[config.mk]
export PLATFORM = sky130hd
export DESIGN_NAME = vit_encoder_seq_ctrl
export DESIGN_NICKNAME = d
export VERILOG_FILES = /design/src/rtl/vit_encoder_seq_ctrl.sv
export SDC_FILE = /design/constraint.sdc
export NUM_CORES = 1
export LEC_CHECK = 0
export ABC_CLOCK_PERIOD_IN_PS = 2700
export BUFFER_PORTS_ARGS = -buffer_cell sky130_fd_sc_hd__buf_2
export CORE_UTILIZATION = 29
export DETAILED_ROUTE_END_ITERATION = 10
export GPL_TIMING_DRIVEN = 1
export PLACE_DENSITY = 0.58
export RECOVER_POWER = 100
export SKIP_LAST_GASP = 1
export SLEW_MARGIN = 10
export SYNTH_ARGS = -nofsm -noshare
export SYNTH_HDL_FRONTEND = slang
export SYNTH_SLANG_ARGS = --single-unit
[constraint.sdc]
create_clock -name clk -period 2.7 [get_ports clk]
set_clock_uncertainty 0.2 [all_clocks]
set_input_delay 0 -clock clk [delete_from_list [all_inputs] [get_ports clk]]
set_output_delay 0 -clock clk [all_outputs]
set_load 0.01 [all_outputs]
[src/rtl/vit_encoder_seq_ctrl.sv]
// Multi-layer ViT encoder sequencer: LN1/ATT/RES1/LN2/batched MLP/RES2 per layer.
// Optional wait-state watchdog enabled by defining VIT_SEQ_TIMEOUT_EN.
module vit_encoder_seq_ctrl #(
  parameter int unsigned NUM_LAYERS    = 4,
  parameter int unsigned SEQ_LEN       = 8,
  parameter int unsigned TOK_PER_BATCH = 1,
  parameter int unsigned TIMEOUT_CYC   = 4096,
  localparam int unsigned LIDX_W  = (NUM_LAYERS > 1) ? $clog2(NUM_LAYERS) : 1,
  localparam int unsigned TBASE_W = $clog2(SEQ_LEN + 1),
  localparam int unsigned TCNT_W  = $clog2(TOK_PER_BATCH + 1)
) (
  input  logic               clk,
  input  logic               rst,
  input  logic               start,
  input  logic               abort,
  output logic               busy,
  output logic               done,
  output logic               err_timeout,
  output logic               ln1_start,
  output logic               attn_start,
  output logic               res1_start,
  output logic               ln2_start,
  output logic               mlp_start,
  output logic               res2_start,
  input  logic               ln1_done,
  input  logic               attn_done,
  input  logic               res1_done,
  input  logic               ln2_done,
  input  logic               mlp_done,
  input  logic               res2_done,
  output logic [LIDX_W-1:0]  layer_idx,
  output logic               buf_sel,
  output logic [TBASE_W-1:0] mlp_tok_base,
  output logic [TCNT_W-1:0]  mlp_tok_cnt
);

  if (NUM_LAYERS < 1 || SEQ_LEN < 1 || TOK_PER_BATCH < 1 ||
      TOK_PER_BATCH > SEQ_LEN || TIMEOUT_CYC < 2) begin : g_param_chk
    $error("vit_encoder_seq_ctrl: illegal parameter set");
  end

  typedef enum logic [3:0] {
    S_IDLE, S_LN1, S_W_LN1, S_ATT, S_W_ATT, S_RES1, S_W_RES1, S_LN2,
    S_W_LN2, S_MLP, S_W_MLP, S_RES2, S_W_RES2, S_DONE, S_ERR
  } state_t;

  state_t              r_state;
  state_t              w_state_nxt;
  logic [LIDX_W-1:0]   w_layer_nxt;
  logic                w_buf_nxt;
  logic [TBASE_W-1:0]  w_base_nxt;
  logic [TBASE_W-1:0]  w_base_sum;
  logic [TCNT_W-1:0]   w_cnt_nxt;
  logic                w_err_nxt;

`ifdef VIT_SEQ_TIMEOUT_EN
  localparam int unsigned WAIT_W = $clog2(TIMEOUT_CYC);
  logic [WAIT_W-1:0] r_wait_cnt;
  logic [WAIT_W-1:0] w_wait_nxt;
  logic              w_is_wait;
  assign w_is_wait = r_state inside {S_W_LN1, S_W_ATT, S_W_RES1, S_W_LN2, S_W_MLP, S_W_RES2};
`endif

  // Size of the MLP batch starting at token 'base' (last batch may be short).
  function automatic logic [TCNT_W-1:0] batch_cnt(input logic [TBASE_W-1:0] base);
    logic [TBASE_W-1:0] rem;
    rem = TBASE_W'(SEQ_LEN) - base;
    if (rem > TBASE_W'(TOK_PER_BATCH)) return TCNT_W'(TOK_PER_BATCH);
    else return TCNT_W'(rem);
  endfunction

  always_comb begin
    w_state_nxt = r_state;
    w_layer_nxt = layer_idx;
    w_buf_nxt   = buf_sel;
    w_base_nxt  = mlp_tok_base;
    w_cnt_nxt   = mlp_tok_cnt;
    w_err_nxt   = err_timeout;
    w_base_sum  = mlp_tok_base + TBASE_W'(mlp_tok_cnt);
    if (abort && r_state != S_IDLE) begin
      w_state_nxt = S_IDLE;
    end else begin
      case (r_state)
        S_IDLE: if (start) begin
          w_state_nxt = S_LN1;
          w_layer_nxt = '0;
          w_buf_nxt   = 1'b0;
          w_base_nxt  = '0;
          w_err_nxt   = 1'b0;
        end
        S_LN1:    w_state_nxt = S_W_LN1;
        S_W_LN1:  if (ln1_done) w_state_nxt = S_ATT;
        S_ATT:    w_state_nxt = S_W_ATT;
        S_W_ATT:  if (attn_done) w_state_nxt = S_RES1;
        S_RES1:   w_state_nxt = S_W_RES1;
        S_W_RES1: if (res1_done) begin
          w_state_nxt = S_LN2;
          w_base_nxt  = '0;
        end
        S_LN2:    w_state_nxt = S_W_LN2;
        S_W_LN2:  if (ln2_done) begin
          w_state_nxt = S_MLP;
          w_cnt_nxt   = batch_cnt(mlp_tok_base);
        end
        S_MLP:    w_state_nxt = S_W_MLP;
        S_W_MLP:  if (mlp_done) begin
          w_base_nxt = w_base_sum;
          if (w_base_sum == TBASE_W'(SEQ_LEN)) begin
            w_state_nxt = S_RES2;
          end else begin
            w_state_nxt = S_MLP;
            w_cnt_nxt   = batch_cnt(w_base_sum);
          end
        end
        S_RES2:   w_state_nxt = S_W_RES2;
        S_W_RES2: if (res2_done) begin
          if (layer_idx == LIDX_W'(NUM_LAYERS - 1)) begin
            w_state_nxt = S_DONE;
          end else begin
            w_state_nxt = S_LN1;
            w_layer_nxt = layer_idx + LIDX_W'(1);
            w_buf_nxt   = ~buf_sel;
          end
        end
        S_DONE:   w_state_nxt = S_IDLE;
        S_ERR:    w_state_nxt = S_IDLE;
        default:  w_state_nxt = S_IDLE;
      endcase
    end
`ifdef VIT_SEQ_TIMEOUT_EN
    // Watchdog only fires when the wait state would otherwise hold.
    w_wait_nxt = '0;
    if (w_is_wait) begin
      w_wait_nxt = r_wait_cnt + WAIT_W'(1);
      if (w_state_nxt == r_state && r_wait_cnt == WAIT_W'(TIMEOUT_CYC - 1)) begin
        w_state_nxt = S_ERR;
        w_err_nxt   = 1'b1;
      end
    end
`else
    w_err_nxt = 1'b0;
`endif
  end

  // Outputs are decoded from the next state so pulses line up with their state.
  always_ff @(posedge clk) begin
    if (rst) begin
      r_state      <= S_IDLE;
      busy         <= 1'b0;
      done         <= 1'b0;
      err_timeout  <= 1'b0;
      ln1_start    <= 1'b0;
      attn_start   <= 1'b0;
      res1_start   <= 1'b0;
      ln2_start    <= 1'b0;
      mlp_start    <= 1'b0;
      res2_start   <= 1'b0;
      layer_idx    <= '0;
      buf_sel      <= 1'b0;
      mlp_tok_base <= '0;
      mlp_tok_cnt  <= TCNT_W'(TOK_PER_BATCH);
    end else begin
      r_state      <= w_state_nxt;
      busy         <= (w_state_nxt != S_IDLE);
      done         <= (w_state_nxt == S_DONE);
      err_timeout  <= w_err_nxt;
      ln1_start    <= (w_state_nxt == S_LN1);
      attn_start   <= (w_state_nxt == S_ATT);
      res1_start   <= (w_state_nxt == S_RES1);
      ln2_start    <= (w_state_nxt == S_LN2);
      mlp_start    <= (w_state_nxt == S_MLP);
      res2_start   <= (w_state_nxt == S_RES2);
      layer_idx    <= w_layer_nxt;
      buf_sel      <= w_buf_nxt;
      mlp_tok_base <= w_base_nxt;
      mlp_tok_cnt  <= w_cnt_nxt;
    end
  end

`ifdef VIT_SEQ_TIMEOUT_EN
  always_ff @(posedge clk) begin
    if (rst) r_wait_cnt <= '0;
    else     r_wait_cnt <= w_wait_nxt;
  end
`endif

endmodule

==> impl_metrics.json <==
{
  "crit_required_ps": 2630,
  "post-route-util_pct": 36.0,
  "grt_pass1_wl_um": 4640,
  "vias_per_cell": 5.08,
  "final_cell_mix": "dfxtp_1, clkbuf_1, nor2_1, nand2_1, a21oi_1",
  "grt_max_degree": 19,
  "grtUsageMet1_pct": 16.6,
  "ys.warnings.count": 0,
  "routed_wl_um": 2630,
  "io_buffers": 25,
  "use_met2_pct": 23.8,
  "cts.sinks": 20,
  "grt.total_usage_pct": 14.3,
  "status": "finished clean",
  "wl_per_cell_um": 12.6,
  "syn-instance-count": 135,
  "antenna_cells": 0,
  "synth_flop_cell": "dfxtp_1",
  "num_vias": 1057,
  "fin_nets": 174,
  "fin_total_pwr_uw": 736,
  "path_class": "reg2reg",
  "async_reset_ff_share_pct": 0,
  "row_count": 22,
  "worst_pin_slew_ps": 613,
  "die_y_um": 65.1,
  "clk_latency_ps": 260,
  "relSlewSlack_pct": 59.0,
  "antenna_found_initial": 0,
  "switchingPower_uw": 182,
  "first_pass_iters": 4,
  "multi_input_area_um2": 659,
  "ant_nets": 0,
  "post-route-min-period_ps": 2450,
  "hold_class": "in2reg",
  "start_util_pct": 30.8,
  "synth_edf_count": 0,
  "post_cts_buffers": 0,
  "peakVddDrop_uv": 266,
  "arrival_ps": 2380,
  "power_leakage_uw": 0.000503,
  "p_clk_share_pct": 40.6,
  "fill_cells": 422,
  "synth_cell_type_count": 43,
  "p_int_uw": 554,
  "synth_top_area_share_pct": 34.7,
  "setup_violations": 0,
  "pin_count": 27,
  "cts_root_buffer": "clkbuf_8",
  "fin_crit_sh_pct": 90.6,
  "hold_viol_final": 0,
  "gr-total-overflow": 0,
  "die_width_um": 65.1,
  "syn2layout_area_growth_pct": 16.8,
  "max_freq_ghz": 0.409,
  "layout-drive-gt1-share_pct": 10.0,
  "cts_tree": "yes",
  "yosys.area_share.adder_pct": 3.25,
  "synth-xor-area-share_pct": 1.52,
  "syn_avg_cell_area_um2": 8.55,
  "yosysTopAreaCell": "dfxtp_1",
  "first_global_vias": 1038,
  "yosysSeqAreaShare_pct": 34.7,
  "clkSlewWorstSetupHoldPaths_ps": 70,
  "busiest_layer": "met2",
  "pwr-share-seq_pct": 44.1,
  "netlist_area_um2": 1150,
  "worstSetupStartpointType": "flip-flop",
  "setup-tns-final_ps": 0,
  "p_comb_share_pct": 15.3,
  "syn_nets": 148,
  "power.density_nw_per_um2": 546,
  "holdWs_ps": 139,
  "synth_compound_area_share_pct": 18.0,
  "swShare_pct": 24.8,
  "coreArea_um2": 3740,
  "fin_cells": 208,
  "initialDrtViolationCount": 42,
  "cts_buffer_depth": 2,
  "critical_path.cell_chain": "ha_1 > ha_1 > or4_1 > o32a_4 > or3b_1 > nor4_1",
  "hpwl_um": 1980,
  "cts_htree_levels": 1,
  "drc": 0,
  "dieArea_um2": 4240,
  "yosys.area_share.simple_pct": 30.8,
  "synthMuxAreaShare_pct": 4.44,
  "max_stage_delay_ps": 540,
  "rsz0062_at_grt": "no",
  "end_kind": "flip-flop",
  "cpMaxStageDelayCell": "or4_1",
  "dpl.cell_count": 201,
  "crit_fanout": 6,
  "ys_top_cells_by_area": "dfxtp_1, nor2_1, a21oi_1",
  "layout.area.seq_um2": 400,
  "met3_usage_pct": 3.47,
  "synth-seq-cells": 20,
  "place.gp.congestion": 0.841,
  "drv_cap": 0,
  "numCtsBuffers": 3,
  "synth_top_family_by_area": "simple AND/OR/NAND/NOR gates",
  "layout.cells.most_common": "dfxtp_1",
  "drv_slew": 0,
  "cp_common_cell": "ha_1"
}
cell usage after synthesis, types with 2 or more instances:
| cell | count |
|---|---|
| xor2_1 | 2 |
| and2_1 | 2 |
| nor2_1 | 16 |
| nor3b_1 | 3 |
| nand2_1 | 10 |
| nand3_1 | 6 |
| buf_2 | 2 |
| nor3_1 | 4 |
| nand2b_1 | 3 |
| clkbuf_1 | 2 |
| or3b_1 | 2 |
| dfxtp_1 | 20 |
| nor2b_1 | 5 |
| or4_1 | 2 |
| a31oi_1 | 2 |
| ha_1 | 3 |
| a21oi_1 | 10 |
| or3_1 | 3 |
| mux2i_1 | 4 |
| inv_1 | 3 |
| buf_6 | 4 |
| o21ai_0 | 6 |
final timing paths:
path | from | endpoint | slack, ps | cells after the start
worst max-delay path | mlp_tok_base[0]$_SDFFE_PP0P_ | done$_SDFF_PP0_ | 250 | 6
worst min-delay path | mlp_done | mlp_tok_cnt$_SDFFE_PP1P_ | 140 | 5
worst max register to register | mlp_tok_base[0]$_SDFFE_PP0P_ | done$_SDFF_PP0_ | 250 | 6
worst min register to register | buf_sel$_SDFFE_PP0P_ | buf_sel$_SDFFE_PP0P_ | 270 | 2
state kept, by name, summed over array words and instances (netlist names):
register	cells
ln1_start	1
mlp_start	1
res1_start	1
attn_start	1
busy	1
mlp_tok_base	4
mlp_tok_cnt	1
layer_idx	2
buf_sel	1
res2_start	1
ln2_start	1
done	1
r_state	4
timing repair:
action                                  CTS  global route
endpoints found under the setup margin    0             0
gates resized for setup                   0             0
hold endpoints to repair                 14             0
hold buffers                              3             0
per-layer routing:
| metal | vias to the layer above | routed length [µm] |
|---|---|---|
| met2 | 27 | 1270 |
| met5 | - | 0 |
| met1 | 492 | 1180 |
| li1 | 531 | - |
| met4 | 0 | 57 |
| met3 | 7 | 129 |
cells by family after synthesis:
family	after synthesis
AND/OR/NAND/NOR	64
AO/OA/AOI/OAI	28
flip-flops	20
buffers and inverters	12
multiplexers	5
adder cells (fa/ha/maj)	3
XOR/XNOR	2
other	1
power groups by stage:
stage                     registers [µW]  logic (µW)  clock network (µW)
after detailed placement             332         116                   0
final                                324         113                 299
after floorplan                      318         102                   0
after global placement               331         115                   0
after CTS                            324         120                 307
after global routing                 327         126                 316
area by class of cell:
type	count	share of cell area (%)
multi-input cells	103	48.9
flip-flops and latches	20	29.7
repair buffers	30	10.9
well taps	48	4.45
clock buffers	3	3.06
clock inverters	1	2.23
inverters	3	0.835
per-stage QoR:
stage                     setup WS [ps]  area [µm²]
after floorplan                     363        1150
after global placement              361        1280
after detailed placement            292        1280
after CTS                           273        1390
after global routing               94.9        1350
final                               255        1350
critical path, delay by kind of cell (launching register included):
family,cells,cell delay (ps)
flops,1,340
fa+ha+maj,2,530
simple gates,3,850
compound gates,1,400
Power figures use the tool's default switching activity.
